==> src/rtl/gb_lcd_pkg.sv <==
// Shared Game Boy LCD definitions: geometry defaults, pixel type, and the tx FSM states.
// Latency: n/a (types and constants only).
// Backpressure: n/a.
package gb_lcd_pkg;

  localparam int unsigned GB_H_PIX   = 160;
  localparam int unsigned GB_V_LINES = 144;

  typedef logic [1:0] pix_t;

  typedef enum logic [2:0] {
    IDLE,
    VSYNC,
    HSYNC,
    PIXELS,
    HBLANK,
    DONE
  } state_t;

endpackage

==> src/rtl/gb_lcd_tx_if.sv <==
// Game Boy LCD pin bundle between the transmitter (master) and the capture side (slave).
// Latency: n/a (wires only).
// Backpressure: none; the receiver must keep up with lcd_clk.
interface gb_lcd_tx_if;
  import gb_lcd_pkg::*;

  logic lcd_clk;
  logic lcd_hsync;
  logic lcd_vsync;
  pix_t lcd_data;

  modport master (output lcd_clk, lcd_hsync, lcd_vsync, lcd_data);
  modport slave  (input  lcd_clk, lcd_hsync, lcd_vsync, lcd_data);

endinterface

==> src/rtl/gb_lcd_phase.sv <==
// lcd_clk phase divider: rise = period end, fall = mid period, fetch = 2 clks before period end.
// Latency: strobes are combinational from the divider registers.
// Backpressure: none; clr holds the divider at the start of a period.
module gb_lcd_phase #(
  parameter int HALF_PERIOD = 4
) (
  input  logic clk,
  input  logic rst_n,
  input  logic clr,
  output logic rise,
  output logic fall,
  output logic fetch
);

  localparam int CW = $clog2(HALF_PERIOD);

  logic [CW-1:0] cnt;
  logic          phase;
  logic          tick;

  assign tick  = (cnt == CW'(HALF_PERIOD - 1));
  assign rise  = tick & phase;
  assign fall  = tick & ~phase;
  // Two clocks before the period end; needs HALF_PERIOD >= 3 to land in the second half.
  assign fetch = phase & (cnt == CW'(HALF_PERIOD - 3));

  // Count 0..HALF_PERIOD-1 and flip the half-period phase at terminal count.
  always_ff @(posedge clk) begin
    if (!rst_n || clr) begin
      cnt   <= '0;
      phase <= 1'b0;
    end else if (tick) begin
      cnt   <= '0;
      phase <= ~phase;
    end else begin
      cnt   <= cnt + 1'b1;
    end
  end

endmodule

==> src/rtl/gb_lcd_tx.sv <==
// Game Boy LCD transmitter: framebuffer pixels -> lcd_clk/hsync/vsync/data frames.
// Latency: pix_addr leads its lcd_clk rise by 2 clks; pix_data is used 1 clk after pix_addr.
// Backpressure: none; frames run free while enable is high. GB_LCD_TX_PATTERN_EN selects the internal stripe generator.
module gb_lcd_tx
  import gb_lcd_pkg::*;
#(
  parameter int H_PIX        = GB_H_PIX,
  parameter int V_LINES      = GB_V_LINES,
  parameter int HALF_PERIOD  = 4,
  parameter int HSYNC_CLKS   = 2,
  parameter int HBLANK_CLKS  = 40,
  parameter int VSYNC_CLKS   = 4,
  parameter int VBLANK_LINES = 10,
  parameter int ADDR_W       = 15
) (
  input  logic              clk,
  input  logic              rst_n,
  input  logic              enable,
  output logic [ADDR_W-1:0] pix_addr,
  input  pix_t              pix_data,
  gb_lcd_tx_if.master       lcd,
  output logic              busy,
  output logic              frame_done
);

  localparam int PCW = 16;
  localparam int LW  = 16;

  state_t         state;
  logic [PCW-1:0] per_cnt;
  logic [PCW-1:0] per_lim;
  logic [LW-1:0]  line;
  logic           rise;
  logic           fall;
  logic           fetch;
  logic           last_per;
  logic           pix_next;
  pix_t           pix;

  gb_lcd_phase #(.HALF_PERIOD(HALF_PERIOD)) u_phase (
    .clk   (clk),
    .rst_n (rst_n),
    .clr   (state == IDLE || state == DONE),
    .rise  (rise),
    .fall  (fall),
    .fetch (fetch)
  );

  // Number of periods spent in the current state, minus one.
  always_comb begin
    per_lim = '0;
    case (state)
      VSYNC:   per_lim = PCW'(VSYNC_CLKS - 1);
      HSYNC:   per_lim = PCW'(HSYNC_CLKS - 1);
      PIXELS:  per_lim = PCW'(H_PIX - 1);
      HBLANK:  per_lim = PCW'(HBLANK_CLKS - 1);
      default: per_lim = '0;
    endcase
  end

  assign last_per = (per_cnt == per_lim);
  // The next period carries a pixel: first one follows HSYNC on a visible line, no rise after the last pixel.
  assign pix_next = (state == HSYNC && last_per && line < LW'(V_LINES)) ||
                    (state == PIXELS && !last_per);

`ifdef GB_LCD_TX_PATTERN_EN
  logic [PCW-1:0] px;
  assign px       = (state == PIXELS) ? per_cnt + 1'b1 : '0;
  assign pix      = pix_t'(px[3:2] + line[3:2]);
  assign pix_addr = '0;
`else
  logic [ADDR_W-1:0] fetch_addr;
  assign pix = pix_data;

  // Issue sequential framebuffer addresses ahead of each pixel rise; restart at every VSYNC.
  always_ff @(posedge clk) begin
    if (!rst_n || state == VSYNC) begin
      pix_addr   <= '0;
      fetch_addr <= '0;
    end else if (fetch && pix_next) begin
      pix_addr   <= fetch_addr;
      fetch_addr <= fetch_addr + 1'b1;
    end
  end
`endif

  // Frame FSM with registered LCD outputs.
  always_ff @(posedge clk) begin
    if (!rst_n) begin
      state         <= IDLE;
      per_cnt       <= '0;
      line          <= '0;
      busy          <= 1'b0;
      frame_done    <= 1'b0;
      lcd.lcd_clk   <= 1'b0;
      lcd.lcd_hsync <= 1'b1;
      lcd.lcd_vsync <= 1'b0;
      lcd.lcd_data  <= '0;
    end else begin
      frame_done <= 1'b0;

      if (state == PIXELS && fall) lcd.lcd_clk <= 1'b0;
      if (rise && pix_next) begin
        lcd.lcd_clk  <= 1'b1;
        lcd.lcd_data <= ~pix;
      end

      if (rise) per_cnt <= last_per ? '0 : per_cnt + 1'b1;

      case (state)
        IDLE: begin
          if (enable) begin
            state         <= VSYNC;
            busy          <= 1'b1;
            per_cnt       <= '0;
            line          <= '0;
            lcd.lcd_vsync <= 1'b1;
            lcd.lcd_hsync <= 1'b1;
          end
        end
        VSYNC: begin
          if (rise && last_per) begin
            state         <= HSYNC;
            lcd.lcd_vsync <= 1'b0;
          end
        end
        HSYNC: begin
          if (rise && last_per) begin
            state         <= (line < LW'(V_LINES)) ? PIXELS : HBLANK;
            lcd.lcd_hsync <= 1'b0;
          end
        end
        PIXELS: begin
          if (rise && last_per) state <= HBLANK;
        end
        HBLANK: begin
          if (rise && last_per) begin
            line          <= line + 1'b1;
            lcd.lcd_hsync <= 1'b1;
            if (line + 1'b1 == LW'(V_LINES + VBLANK_LINES)) begin
              state      <= DONE;
              frame_done <= 1'b1;
            end else begin
              state <= HSYNC;
            end
          end
        end
        DONE: begin
          per_cnt <= '0;
          line    <= '0;
          if (enable) begin
            state         <= VSYNC;
            lcd.lcd_vsync <= 1'b1;
          end else begin
            state <= IDLE;
            busy  <= 1'b0;
          end
        end
        default: state <= IDLE;
      endcase
    end
  end

endmodule

==> src/flat_wrapper.sv <==
// flat-port wrapper written by rule: the top's interface ports become plain ports
module gb_lcd_tx_flat import gb_lcd_pkg::*;
#(
  parameter int H_PIX        = GB_H_PIX,
  parameter int V_LINES      = GB_V_LINES,
  parameter int HALF_PERIOD  = 4,
  parameter int HSYNC_CLKS   = 2,
  parameter int HBLANK_CLKS  = 40,
  parameter int VSYNC_CLKS   = 4,
  parameter int VBLANK_LINES = 10,
  parameter int ADDR_W       = 15
)
  (clk, rst_n, enable, pix_addr, pix_data, busy, frame_done, lcd_lcd_clk, lcd_lcd_hsync, lcd_lcd_vsync, lcd_lcd_data);
  gb_lcd_tx_if lcd_i ();
  input  logic clk;
  input  logic rst_n;
  input  logic enable;
  output logic [ADDR_W-1:0] pix_addr;
  input  pix_t pix_data;
  output logic busy;
  output logic frame_done;
  output wire logic [$bits(lcd_i.lcd_clk)-1:0] lcd_lcd_clk;
  output wire logic [$bits(lcd_i.lcd_hsync)-1:0] lcd_lcd_hsync;
  output wire logic [$bits(lcd_i.lcd_vsync)-1:0] lcd_lcd_vsync;
  output wire logic [$bits(lcd_i.lcd_data)-1:0] lcd_lcd_data;
  assign lcd_lcd_clk = lcd_i.lcd_clk;
  assign lcd_lcd_hsync = lcd_i.lcd_hsync;
  assign lcd_lcd_vsync = lcd_i.lcd_vsync;
  assign lcd_lcd_data = lcd_i.lcd_data;
  gb_lcd_tx #(.H_PIX(H_PIX), .V_LINES(V_LINES), .HALF_PERIOD(HALF_PERIOD), .HSYNC_CLKS(HSYNC_CLKS), .HBLANK_CLKS(HBLANK_CLKS), .VSYNC_CLKS(VSYNC_CLKS), .VBLANK_LINES(VBLANK_LINES), .ADDR_W(ADDR_W)) u_core (.clk(clk), .rst_n(rst_n), .enable(enable), .pix_addr(pix_addr), .pix_data(pix_data), .lcd(lcd_i), .busy(busy), .frame_done(frame_done));
endmodule
==> config.mk <==
export PLATFORM = sky130hd
export DESIGN_NAME = gb_lcd_tx_flat
export DESIGN_NICKNAME = d
export VERILOG_FILES = /design/src/rtl/gb_lcd_pkg.sv /design/src/rtl/gb_lcd_tx_if.sv /design/src/rtl/gb_lcd_phase.sv /design/src/rtl/gb_lcd_tx.sv /design/src/flat_wrapper.sv
export SDC_FILE = /design/constraint.sdc
export NUM_CORES = 1
export LEC_CHECK = 0
export BUFFER_PORTS_ARGS = -buffer_cell sky130_fd_sc_hd__buf_2
export CORE_MARGIN = 8
export CORE_UTILIZATION = 45
export CTS_BUF_LIST = sky130_fd_sc_hd__clkbuf_4
export CTS_CLUSTER_SIZE = 30
export DETAILED_ROUTE_END_ITERATION = 12
export GPL_ROUTABILITY_DRIVEN = 0
export GPL_TIMING_DRIVEN = 0
export PLACE_DENSITY = 0.64
export SYNTH_ARGS = -nofsm -noshare
export SYNTH_HDL_FRONTEND = slang
export SYNTH_HIERARCHICAL = 1
export SYNTH_SLANG_ARGS = --single-unit
==> constraint.sdc <==
create_clock -name clk -period 3.6 [get_ports clk]
set_input_delay 0.54 -clock clk [delete_from_list [all_inputs] [get_ports clk]]
set_output_delay 0.54 -clock clk [all_outputs]
set_load 0.01 [all_outputs]
==> out/metrics.cfg <==
[yosys]
synth_area_um2=3830
synth_seq_area_share_pct=39.20
synth.area.top_cells=dfxtp_1 39%, a21oi_1 6.5%, nand2_1 6.1%, nor2_1 4.7%, nor3_1 3.4%
yosysMostFrequentCell=dfxtp_1
yosys-top-cells-count=75 x dfxtp_1, 62 x nand2_1, 50 x a21oi_1
postSynthCellCount=490
synth_top_area_share_pct=39.20
synth.avg_cell_area_um2=7.816
synth_top_cell_by_area=dfxtp_1
ys_ff_latch=75
synth_edf_count=0
syn_nets=501
synth-main-ff-cell=dfxtp_1
async_reset_ff_share_pct=0
yosys_warnings=6
synth_cell_types=56

[clock_network]
cts.htree.levels=3
postCtsResizedCells=0
hold_buffers=0
cts_tree=built
clkTransAtPathRegs_ns=0.12
clk_latency_ns=0.42
clk_path_buf_depth=2
post_cts.repair.setup_buffers=0
cts_root_buffer=clkbuf_4
numCtsBuffers=9
cts_sinks=75

[final_layout]
nFillCells=799
nets=538
multiInputGateArea_um2=2183
layout-area-overhead-vs-synth_pct=11.11
drive_gt1_share_pct=12.05
final-seq-area_um2=1501
final_core_util_pct=51.79
diodes=0

[critical_path]
end_kind=flop
startpoint_type=flop
crit_family=compound AO/OA/AOI/OAI gates
r2r_end=u_core/line[8]
path_max_fanout=10
worstPathRequired_ns=3.92
endpoint=u_core/line[8]
slowest_stage=a211oi_2
reg2reg_slack_ns=0.33
path_class=flop to flop
crit_start=u_core/u_phase/cnt[0]
cp.arrival_ns=3.59
reg2reg_from=u_core/u_phase/cnt[0]
crit_path_cell_trace=ha_1 -> and2_2 -> clkbuf_1 -> nand4_1 -> or4_1 -> clkbuf_1 -> a211oi_2 -> o21ai_0 -> a31o_2
cpMostUsedCell=clkbuf_1
crit_path_max_incr_delay_ns=0.74
worstRegToRegCells=9
worst-path-stages=9
crit_buf_inv=2

[route]
avgViaCountPerCell=5.564
wl_met3_um=325
top_layer=met4
num_vias=3539
final_antenna_net_count=0
totalWireLength_mm=9.162
drt_first_pass_iters=4
drcViolationCount=0
drt_iter0_markers=151
wl_met2_mm=4.368
wl_per_cell_um=14.41
wl_met1_mm=4.398

[grt]
grt-ovfl-total=0
grt_pass1_wl_mm=15.89
grt_usage_pct=16.32
antenna_found_initial=0
grt_max_degree=14
grt_pass1_vias=3448

[timing]
drv_slew=0
finalSetupViolCount=0
finalCritPeriodShare_pct=90.86
fmax_mhz=305.7
final_hold_viol_count=0
max_slew_margin_pct=39.52
tightest_slew_ns=0.8843
clock_skew_ns=0.01513
holdWs_ns=0.3675
rsz0062_at_grt=false
period_minus_slack_ns=3.271
setup_tns_ns=0

[placement]
dp_hpwl_mm=6.522
io_buffers=26

[die]
die_y_um=108.3
rows=33
core_um2=8217
ioPinCount=27
initial_core_util_pct=46.61
dieWidth_um=108.3
die_area_um2=11720

[pwr]
power_leakage_nw=1.467
power_density_nw_per_um2=360.5
vdd_drop_max_mv=0.1688
p_total_mw=1.534

[run]
maxCapViolCount=0

[min_path]
min_path_type=input port to flop

[status]
outcome=complete, no violations

-- registers in the layout, summed over array words and instances (netlist names) --
register              flops
u_core/u_phase/phase      1
u_core/lcd.lcd_vsync      1
u_core/lcd.lcd_data       2
u_core/pix_addr          15
u_core/line              16
u_core/u_phase/cnt        2
u_core/frame_done         1
u_core/lcd.lcd_clk        1
u_core/state              3
u_core/per_cnt           16
u_core/lcd.lcd_hsync      1
u_core/busy               1
u_core/fetch_addr        15
-- through the flow --
step                      cells  setup slack [ns]  cell area [um^2]
final                       636            0.3289              4255
after global routing        636           0.08576              4255
after CTS                   636            0.3640              4249
after detailed placement    621            0.4072              4091
after global placement      621            0.4300              4091
after floorplan             490            0.9534              3830
-- power breakdown --
group          internal (mW)  switching (mW)  leakage (nW)
clock network          0.280           0.304        0.0824
registers              0.836         0.00492         0.605
logic                 0.0374          0.0721         0.779
total                   1.15           0.381          1.47
-- area by class of cell --
class / instances / area share (%)
flip-flops and latches: 75 / 35.28
inverters: 8 / 0.7057
clock buffers: 9 / 1.588
clock inverters: 6 / 2.117
plain buffers: 29 / 2.852
repair buffers: 26 / 3.058
well taps: 105 / 3.087
multi-input cells: 378 / 51.31
-- routing by layer --
metal  up-vias  global-route usage [%]
li1       1813                       -
met3         5                   4.045
met1      1680                   20.39
met5         -                       0
met2        41                   27.68
met4         0                   3.617
-- tightest hold or removal path, stage by stage --
cell     delay (ns)
buf_2          0.07
or2_2          0.09
a21oi_1        0.05
-- logic make-up (layout without fill, tap and decap cells) --
group,count (synthesis),in the layout,synth area share (%)
xor gates and xnor gates,19,19,4.345
and+or+nand+nor,238,238,31.43
muxes,7,7,1.993
adders and majority gates,6,6,1.960
DFF,75,75,39.20
AOI/OAI and AO/OA,108,108,17.12
buffers and inverters,37,78,3.953
-- worst min-delay path by stage --
stage,start,to,cells past startpoint
2_1_floorplan,u_core/u_phase/cnt[0],u_core/u_phase/cnt[0],1
3_3_place_gp,u_core/pix_addr[12],u_core/pix_addr[12],2
3_5_place_dp,u_core/pix_addr[3],u_core/pix_addr[3],2
4_1_cts,pix_data[1],u_core/lcd.lcd_data[1],3
5_1_grt,pix_data[0],u_core/lcd.lcd_data[0],3
6_report,pix_data[1],u_core/lcd.lcd_data[1],3
-- cell usage in the layout, fill, tap and decap left out, drive strengths merged, types with 4 or more instances in the layout --
master / n
xor2: 13
or2: 7
nand2: 62
nor2b: 8
and3: 13
clkbuf: 31
nor2: 49
o31ai: 7
and2: 4
inv: 9
buf: 33
a31o: 4
or3: 6
nor3: 26
nor3b: 4
dfxtp: 75
xnor2: 6
or4: 8
nand4: 11
a21oi: 50
ha: 6
nand2b: 9
mux2i: 5
o21ai: 22
nand3: 20
Power figures use the tool's default switching activity.
